===== src/rtl/bus_pkg.sv =====
// Shared system-bus definitions: fixed addresses, open-bus value, DMA state
// encoding and the request bundle that every BUS_* master drives.
package bus_pkg;

    localparam logic [15:0] DMA_REG  = 16'h4014;
    localparam logic [15:0] OAM_DATA = 16'h2004;
    localparam logic [7:0]  OPEN_BUS = 8'hFF;
    localparam logic [3:0]  TIMEOUT  = 4'd15;

    typedef enum logic [1:0] {
        IDLE = 2'd0,
        ACK  = 2'd1,
        RD   = 2'd2,
        WR   = 2'd3
    } dma_state_t;

    // Access protocol shared by all BUS_* slaves: the master holds this bundle
    // stable until Finish is sampled high; a slave accepts on the edge where cmd
    // is sampled, pulses Finish the following cycle and re-arms one cycle later.
    typedef struct packed {
        logic [15:0] addr;
        logic [7:0]  wdata;
        logic        cmd;
        logic        rw;
    } bus_req_t;

endpackage


===== src/rtl/bus_timeout.sv =====
// Per-access watchdog: pulses expire when a request has waited TIMEOUT cycles
// without a Finish, so an unmapped address cannot hang the bus.
module bus_timeout
    import bus_pkg::*;
(
    input  logic clk,
    input  logic rst_n,
    input  logic start,
    input  logic cmd,
    input  logic finish,
    output logic expire
);

    logic [3:0] count;
    logic [3:0] base;

    // A state change restarts the count even if cmd stays high across it.
    assign base   = start ? 4'd0 : count;
    assign expire = cmd && !finish && !start && (count == TIMEOUT);

    always_ff @(posedge clk) begin
        if (!rst_n) begin
            count <= 4'd0;
        end else if (cmd && !finish && !expire) begin
            count <= base + 4'd1;
        end else begin
            count <= 4'd0;
        end
    end

endmodule


===== src/rtl/oam_dma_ctrl.sv =====
// CPU-to-system-bus bridge: transparent pass-through when idle, and a 256-byte
// page copy into OAM ($2004) with the CPU stalled when $4014 is written.
module oam_dma_ctrl
    import bus_pkg::*;
(
    input  logic        clk,
    input  logic        rst_n,
    input  logic [15:0] c_Addr,
    input  logic [7:0]  c_WData,
    output logic [7:0]  c_RData,
    input  logic        c_Cmd,
    input  logic        c_RW,
    output logic        c_Finish,
    output logic [15:0] m_Addr,
    output logic [7:0]  m_WData,
    input  logic [7:0]  m_RData,
    output logic        m_Cmd,
    output logic        m_RW,
    input  logic        m_Finish,
    output logic        dma_busy,
    output logic        dma_err
);

    dma_state_t state;
    dma_state_t prev_state;
    bus_req_t   dma_req;
    logic [7:0] page;
    logic [7:0] idx;
    logic       ack_finish;
    logic       busy;
    logic       err;
    logic       trigger;
    logic       pass;
    logic       expire;
    logic       done;
    logic [7:0] rdata_eff;

    assign trigger   = c_Cmd && c_RW && (c_Addr == DMA_REG);
    assign pass      = rst_n && (state == IDLE) && c_Cmd && !trigger;
    assign done      = m_Finish || expire;
    assign rdata_eff = m_Finish ? m_RData : OPEN_BUS;

    // Idle traffic is combinational; DMA traffic comes from registers.
    assign m_Cmd    = pass ? 1'b1    : dma_req.cmd;
    assign m_RW     = pass ? c_RW    : dma_req.rw;
    assign m_Addr   = pass ? c_Addr  : dma_req.addr;
    assign m_WData  = pass ? c_WData : dma_req.wdata;
    assign c_Finish = pass ? done    : ack_finish;
    assign c_RData  = pass ? (expire ? OPEN_BUS : m_RData) : 8'h00;
    assign dma_busy = busy;
    assign dma_err  = err;

    bus_timeout u_timeout (
        .clk    (clk),
        .rst_n  (rst_n),
        .start  (state != prev_state),
        .cmd    (m_Cmd),
        .finish (m_Finish),
        .expire (expire)
    );

    always_ff @(posedge clk) begin
        if (!rst_n) begin
            state      <= IDLE;
            prev_state <= IDLE;
            dma_req    <= '0;
            page       <= 8'h00;
            idx        <= 8'h00;
            ack_finish <= 1'b0;
            busy       <= 1'b0;
            err        <= 1'b0;
        end else begin
            prev_state <= state;
            ack_finish <= 1'b0;
            case (state)
                IDLE: begin
                    if (trigger) begin
                        page       <= c_WData;
                        idx        <= 8'h00;
                        err        <= 1'b0;
                        ack_finish <= 1'b1;
                        busy       <= 1'b1;
                        state      <= ACK;
                    end else if (pass && expire) begin
                        err <= 1'b1;
                    end
                end
                ACK: begin
                    dma_req <= '{addr: {page, 8'h00}, wdata: 8'h00, cmd: 1'b1, rw: 1'b0};
                    state   <= RD;
                end
                RD: begin
                    if (done) begin
                        dma_req <= '{addr: OAM_DATA, wdata: rdata_eff, cmd: 1'b1, rw: 1'b1};
                        if (expire) begin
                            err <= 1'b1;
                        end
                        state <= WR;
                    end
                end
                WR: begin
                    if (done) begin
                        if (expire) begin
                            err <= 1'b1;
                        end
                        if (idx == 8'hFF) begin
                            dma_req <= '0;
                            busy    <= 1'b0;
                            state   <= IDLE;
                        end else begin
                            idx     <= idx + 8'd1;
                            dma_req <= '{addr: {page, idx + 8'd1}, wdata: 8'h00, cmd: 1'b1, rw: 1'b0};
                            state   <= RD;
                        end
                    end
                end
                default: state <= IDLE;
            endcase
        end
    end

endmodule

===== config.mk =====
export PLATFORM = sky130hd
export DESIGN_NAME = oam_dma_ctrl
export DESIGN_NICKNAME = d
export VERILOG_FILES = /design/src/rtl/bus_pkg.sv /design/src/rtl/bus_timeout.sv /design/src/rtl/oam_dma_ctrl.sv
export SDC_FILE = /design/constraint.sdc
export NUM_CORES = 1
export LEC_CHECK = 0
export CORE_MARGIN = 2
export CORE_UTILIZATION = 47
export DETAILED_ROUTE_END_ITERATION = 8
export GPL_TIMING_DRIVEN = 0
export PLACE_DENSITY_LB_ADDON = 0.25
export REMOVE_ABC_BUFFERS = 1
export SYNTH_ARGS = -nofsm -noshare
export SYNTH_HDL_FRONTEND = slang
export SYNTH_HIERARCHICAL = 1
export SYNTH_SLANG_ARGS = --single-unit

===== constraint.sdc =====
create_clock -name clk -period 3.45 [get_ports clk]
set_input_delay 0.5175 -clock clk [delete_from_list [all_inputs] [get_ports clk]]
set_output_delay 0.5175 -clock clk [all_outputs]
set_load 0.02 [all_outputs]

==> parameters.txt, run 1 <==
Parameter                              Value

Synthesis
  Proportion of register bits with asynchronous set or reset after synthesis ... 0
  Simple-Gate Fraction of Synth Area ... 0.207
  XOR/XNOR Fraction of Synth Area ... 0.0343
  Primary FF master, synth ... sky130_fd_sc_hd__dfxtp_1
  Adder-cell area share of the yosys netlist ... 0.00979
  Post-synthesis sequential element count ... 53
  Post-Syn Area ... approximately 2600 um2
  Yosys warning total ... 6
  Fraction of the yosys area taken by sequential cells ... 0.415
  Number of unique standard cell types used by synthesis ... ~50
  Dominant combinational cell family by area after synthesis ... simple AND/OR/NAND/NOR gates
  Gate count after technology mapping ... around 300
  Synth top area cells ... sky130_fd_sc_hd__dfxtp_1, sky130_fd_sc_hd__mux2_2, sky130_fd_sc_hd__nand2_1, sky130_fd_sc_hd__a21oi_1, sky130_fd_sc_hd__nor2_1
  Multiplexer area fraction after synthesis ... 0.110
  Count of flip-flops with a built-in enable after synthesis ... 0
  Compound-Gate Fraction of Synth Area ... 0.181
  Cell type with the largest total area after synthesis ... sky130_fd_sc_hd__dfxtp_1
  Share of Yosys cell area claimed by the top area cell type ... 0.415
  Mean area per synthesized cell ... between 8 and 9 um2

Clock network
  Maximum level of the CTS H-tree ... 2
  Total clock buffers created by CTS ... 5
  Clock insertion delay at the later pin of the skew report ... 310 ps
  Hold-fix buffers, CTS ... 0
  Reg clk slew, reported paths ... about 100 ps
  Clock tree from TritonCTS ... yes
  Number of buffers between clock root and the deepest sink ... 2
  Sinks on Clock Net ... 53
  Root buffer cell ... sky130_fd_sc_hd__clkbuf_8

Setup path
  Worst endpoint required time ... roughly 3000 ps
  Kind of capture point of the worst setup path ... output port
  Arrival time of data at the critical path endpoint ... approximately 2900 ps
  Classification of the worst setup path ... in2out
  Sort of element at the start of the critical path ... input pin
  CP max FO ... 17

Floorplan
  Number of placed I/O pins ... 74
  Initial core utilization ... 0.494
  Area of the core region ... roughly 5200 um2
  Die Footprint ... roughly 6000 um2
  Chip Height ... roughly 80 um
  Die width ... slightly below 80 um
  Floorplan row count ... 26

Layout
  Fill cell instance count of the final layout ... between 400 and 500
  Final non-filler cell area ... 3590 um2
  Layout net count ... between 400 and 500
  Most frequent cells in the layout ... sky130_fd_sc_hd__dfxtp_1, sky130_fd_sc_hd__nand2_1, sky130_fd_sc_hd__clkdlybuf4s50_1
  Layout Area Growth over Synthesis ... 40.4%
  Most common cell after layout, fill and taps aside ... sky130_fd_sc_hd__dfxtp_1
  Antenna cells ... 0
  Share of post-route cells with drive strength above 1 ... 0.147

Route
  Routed len/inst ... between 15 and 20 um
  Sum of routed wire length over all layers ... roughly 7000 um
  Drc violations ... 0
  First drt pass iteration count ... 4
  Residual antenna-violating net count after detailed routing ... 0
  Vias per std cell ... about 5.5
  Routed vias ... 2,459
  1st-iter DRT viols ... between 150 and 200

GRT
  Total gr overflow ... 0
  Global-route total usage across every layer ... 0.236
  Number of global-route vias before repair ... 2,304
  Global-route wire length before repair ... 11,200 um
  Antenna violations before repair ... 0
  Largest net degree at the start of global routing ... 30

Place
  Final estimated routing congestion in global placement ... 0.855
  Placed standard-cell area ... 3300 um2
  Total half-perimeter wirelength after legalization and detailed placement ... 4700 um
  Port-buffer cells ... 73

Power and ir drop
  Power Total ... between 1 and 1.5 mW
  Leakage Power ... between 1.5 and 2 nW
  Max rail drop VDD ... ~210 uV
  Power density of the placed cells ... 337 nW/um2

STA
  Final clock period utilization by the worst path ... 0.979
  Max-slew violation count ... 0
  Fin Clk Skew ... between 6 and 7 ps
  Final number of setup-violating endpoints ... 0
  Tightest hold margin ... 453 ps
  Worst-case headroom to the max-slew limit ... 0.367
  Accumulated negative setup slack ... 0 ps
  Tmin final ... ~3400 ps
  Number of failing hold endpoints at the final stage ... 0
  Setup repair after global routing missed its margin ... no
  Measured slew at the worst slew-check pin ... between 900 and 1000 ps
  Max frequency ... 0.296 GHz

Run status
  Outcome ... finished, final reports clean

Flow run
  Reported max-cap violation count ... 0

Hold path
  Tightest Hold Check Type ... reg2reg
[power by group]
group          leakage [nW]  internal [mW]  switching (mW)  total [mW]
logic                  1.09         0.0827          0.0761       0.159
registers             0.427          0.612        0.000307       0.612
clock network        0.0574          0.236           0.202       0.438
[kinds of logic after synthesis]
| logic type | count (synthesis) |
|---|---|
| adder cells (fa/ha/maj) | 2 |
| AO/OA/AOI/OAI | 71 |
| buffers and inverters | 24 |
| AND/OR/NAND/NOR | 112 |
| multiplexers | 25 |
| XOR/XNOR | 10 |
| flip-flops | 53 |
[cells in the mapped netlist, types with 2 or more instances]
master / count
sky130_fd_sc_hd__dfxtp_1: 53
sky130_fd_sc_hd__nand2_1: 52
sky130_fd_sc_hd__nor2_1: 28
sky130_fd_sc_hd__a21oi_1: 24
sky130_fd_sc_hd__mux2_2: 24
sky130_fd_sc_hd__o21ai_0: 20
sky130_fd_sc_hd__inv_1: 9
sky130_fd_sc_hd__a22o_1: 7
sky130_fd_sc_hd__clkbuf_1: 7
sky130_fd_sc_hd__xnor2_1: 6
sky130_fd_sc_hd__buf_2: 5
sky130_fd_sc_hd__nand3_1: 5
sky130_fd_sc_hd__nor3_1: 4
sky130_fd_sc_hd__xor2_1: 4
sky130_fd_sc_hd__nor4_1: 3
sky130_fd_sc_hd__o22ai_1: 3
sky130_fd_sc_hd__or3_1: 3
sky130_fd_sc_hd__a31oi_1: 2
sky130_fd_sc_hd__a41oi_1: 2
sky130_fd_sc_hd__and4_1: 2
sky130_fd_sc_hd__buf_6: 2
sky130_fd_sc_hd__ha_1: 2
sky130_fd_sc_hd__o211ai_1: 2
sky130_fd_sc_hd__o2bb2ai_1: 2
sky130_fd_sc_hd__o32ai_1: 2
[metrics by stage]
| stage | util | cells | worst slack (ps) |
|---|---|---|---|
| 3_3_place_gp | 0.637 | 425 | -1470 |
| 5_1_grt | 0.694 | 445 | 1.24 |
| 2_1_floorplan | - | 282 | -21.3 |
| 6_report | 0.694 | 445 | 71.1 |
| 4_1_cts | 0.679 | 442 | 0.506 |
| 3_5_place_dp | 0.637 | 425 | -1450 |
[layer usage]
metal,vias to the layer above,share of wire,global-route usage
met4,0,0.019,0.0875
met3,11,0.064,0.0581
met5,-,0,0
met1,1162,0.43,0.309
li1,1213,-,-
met2,73,0.48,0.377
[worst max-delay path, cell delays in order]
cell and delay [ps]:
sky130_fd_sc_hd__clkdlybuf4s50_1 460, sky130_fd_sc_hd__nor4_4 320, sky130_fd_sc_hd__nand4b_1 150, sky130_fd_sc_hd__buf_4 180, sky130_fd_sc_hd__o2111ai_4 240, sky130_fd_sc_hd__buf_4 170, sky130_fd_sc_hd__buf_12 160, sky130_fd_sc_hd__mux2_2 340
sky130_fd_sc_hd__dlygate4sd2_1 330
[flip-flops by register name (all words and copies together) (netlist names)]
signal	cells
dma_busy	1
idx	8
page	8
u_timeout/count	4
dma_req	26
state	2
dma_err	1
ack_finish	1
prev_state	2
[repair_timing]
item / 4_1_cts / 5_1_grt
gates resized for setup: 35 / 17
pin swaps: 3 / 3
buffers inserted: 8 / 3
cloned: 1 / 0
setup endpoints to repair: 72 / 28
[path summary, 6_finish.rpt]
kind | from | to | slack, ps | cells past startpoint
worst min register to register | dma_req[3] | dma_req[3] | 450 | 2
worst max-delay path | c_Addr[13] | m_Addr[14] | 70 | 9
worst max register to register | state[1] | idx[3] | 340 | 11
worst min-delay path | dma_req[3] | dma_req[3] | 450 | 2
[final cells by class]
cell class	count	area, um2	share of cell area
clock buffer	6	82.6	0.0230
clock inverter	2	37.5	0.0105
inverter	9	33.8	0.00941
multi-input combinational	221	1460	0.406
sequential	53	1060	0.296
tap	70	87.6	0.0244
timing repair buffer	84	828	0.231
Power figures use the tool's default switching activity.
==> inputs of run 2 (changes only) <==
--- a/config.mk
+++ b/config.mk
@@ -11,6 +11,7 @@
 export GPL_TIMING_DRIVEN = 0
 export PLACE_DENSITY_LB_ADDON = 0.25
 export REMOVE_ABC_BUFFERS = 1
+export SLEW_MARGIN = 30
 export SYNTH_ARGS = -nofsm -noshare
 export SYNTH_HDL_FRONTEND = slang
 export SYNTH_HIERARCHICAL = 1
==> run 2 against run 1 <==
  * First-iteration DRC count is 26% lower
  * Final area up 1.3%
  * Final cell count increased by 2.0%
  * Worst setup slack got worse by 6.1 ps
  * Total power grew 0.49%
==> parameters.txt, run 2 (synthesis gave the netlist of run 1 again) <==
Parameter                              Value

Run status
  Outcome ... finished, final reports clean

Floorplan
  Initial core utilization ... 0.494
  Die Footprint ... just over 6000 um2
  Chip Height ... about 78 um
  Number of placed I/O pins ... between 70 and 80
  Area of the core region ... roughly 5200 um2
  Floorplan row count ... 26
  Die width ... just under 80 um

GRT
  Total gr overflow ... 0
  Fraction of met3 tracks used by global routing ... 0.0535
  Met1 capacity usage during global routing ... 0.305
  Largest net degree at the start of global routing ... 30
  Number of global-route vias before repair ... around 2,400
  GRT Max-Usage Layer ... met2
  Antenna violations before repair ... 0
  Global-route total usage across every layer ... 0.238
  Global-route wire length before repair ... 11,400 um
  Grt met2 use ... 0.390

Setup path
  Kind of capture point of the worst setup path ... output port
  Cell chain of the critical path ... clkdlybuf4s50_1, and4bb_1, nand4b_1, o2111ai_4, buf_4, buf_6, buf_12, mux2_2, dlygate4sd2_1
  CP max FO ... 13
  Slowest cell on the critical path ... sky130_fd_sc_hd__clkdlybuf4s50_1
  Worst endpoint required time ... between 2000 and 3000 ps
  Buffers and inverters on the worst path ... 5
  Arrival time of data at the critical path endpoint ... approximately 2900 ps
  Max stage delay on crit path ... 460 ps
  Cell type group with the largest total delay on the critical path ... buffers and inverters
  Sort of element at the start of the critical path ... input pin
  Classification of the worst setup path ... in2out

Route
  1st-iter DRT viols ... between 100 and 150
  Drc violations ... 0
  Sum of routed wire length over all layers ... between 7000 and 8000 um
  Routed vias ... ~2,500
  First drt pass iteration count ... 5
  Vias per std cell ... roughly 5.5
  Routed len/inst ... ~16 um
  Residual antenna-violating net count after detailed routing ... 0

STA
  Measured slew at the worst slew-check pin ... roughly 960 ps
  Tmin final ... around 3400 ps
  Final clock period utilization by the worst path ... 0.981
  Worst-case headroom to the max-slew limit ... 0.360
  Number of failing hold endpoints at the final stage ... 0
  Fin Clk Skew ... ~4.7 ps
  Max frequency ... between 0.2 and 0.3 GHz
  Final number of setup-violating endpoints ... 0
  Final worst setup slack ... 65.0 ps
  Max-slew violation count ... 0

Layout
  Fill cell instance count of the final layout ... slightly below 400
  Registers with the most flip-flops ... dma_req x26, idx x8, page x8
  Most common cell after layout, fill and taps aside ... sky130_fd_sc_hd__dfxtp_1
  Most frequent cells in the layout ... sky130_fd_sc_hd__dfxtp_1, sky130_fd_sc_hd__nand2_1, sky130_fd_sc_hd__clkdlybuf4s50_1
  Register bank with the most flops ... dma_req
  Antenna cells ... 0
  Share of post-route cells with drive strength above 1 ... 0.206
  Layout Area Growth over Synthesis ... 42.2%
  Final cell count without fillers ... between 400 and 500
  Final non-filler cell area ... about 3600 um2
  Flip-flop count of the largest register after layout ... 26
  Layout net count ... about 420
  Final Util ... 0.703

Place
  Placed standard-cell area ... approximately 3300 um2
  Number of cells after detailed placement ... ~430
  Setup slack after placement ... -1190 ps
  Final estimated routing congestion in global placement ... roughly 0.85
  Port-buffer cells ... 73
  Total half-perimeter wirelength after legalization and detailed placement ... 4830 um

Clock network
  Clock tree from TritonCTS ... yes
  Maximum level of the CTS H-tree ... 2
  Number of buffers between clock root and the deepest sink ... 2
  Total clock buffers created by CTS ... 5
  Sinks on Clock Net ... 53
  Reg clk slew, reported paths ... about 90 ps
  Root buffer cell ... sky130_fd_sc_hd__clkbuf_8
  Clock insertion delay at the later pin of the skew report ... 310 ps

Power and ir drop
  Power density of the placed cells ... approximately 330 nW/um2
  Max rail drop VDD ... roughly 190 uV
  Leakage Power ... 1.66 nW
  Power Total ... roughly 1.2 mW

Flow run
  Reported max-cap violation count ... 0

Hold path
  Tightest Hold Check Type ... reg2reg
-- run 2: cell types whose count changed in the layout (fill, tap and decap cells not counted), moves of 2 or more --
cell,change
sky130_fd_sc_hd__buf_4,+8
sky130_fd_sc_hd__clkbuf_2,+13
sky130_fd_sc_hd__clkdlybuf4s50_1,-2
sky130_fd_sc_hd__dlygate4sd2_1,-19
sky130_fd_sc_hd__dlymetal6s2s_1,+7
sky130_fd_sc_hd__nor3_1,-2
sky130_fd_sc_hd__nor3_2,+2
-- run 2: tightest hold or removal path: stages, from the launching register on --
cell and delay [ps]:
sky130_fd_sc_hd__dfxtp_1 320, sky130_fd_sc_hd__nand2_1 50, sky130_fd_sc_hd__a21oi_1 50
-- run 2: worst paths after layout --
path                    from          to  slack (ps)  cells past startpoint
setup / recovery   c_Addr[1]  m_Addr[13]          70                      9
hold / removal    dma_req[3]  dma_req[3]         450                      2
setup reg to reg    state[0]      idx[3]         520                     12
hold reg to reg   dma_req[3]  dma_req[3]         450                      2
-- run 2: layout make-up --
| class | instances | area, um2 | share of cell area |
|---|---|---|---|
| Tap cell | 70 | 87.6 | 0.0241 |
| Timing Repair Buffer | 94 | 891 | 0.245 |
| Clock buffer | 7 | 86.3 | 0.0238 |
| Multi-Input combinational cell | 220 | 1450 | 0.398 |
| Inverter | 9 | 33.8 | 0.00929 |
| Sequential cell | 53 | 1060 | 0.292 |
| Clock inverter | 1 | 30.0 | 0.00826 |
-- run 2: metal layers --
metal | share of wire | up-vias
met5 | 0 | -
met4 | 0.015 | 0
met3 | 0.053 | 11
met2 | 0.51 | 75
met1 | 0.43 | 1169
li1 | - | 1221
-- run 2: where the power goes --
part           internal [mW]  switching [mW]
logic                 0.0867          0.0770
registers              0.611        0.000294
clock network          0.237           0.202
total                  0.935           0.280
-- run 2: repair_timing --
item,4_1_cts,5_1_grt
setup buffers,4,15
pin swaps,2,6
hold buffers,0,0
endpoints found under the setup margin,70,61
resized for setup,26,55
-- run 2: metrics by stage --
stage                     hold slack [ps]  TNS (ps)
after floorplan                       420     -21.3
after global placement                436    -61560
after detailed placement              442    -40270
after CTS                             454     -21.5
after global routing                  472      -192
final                                 452         0
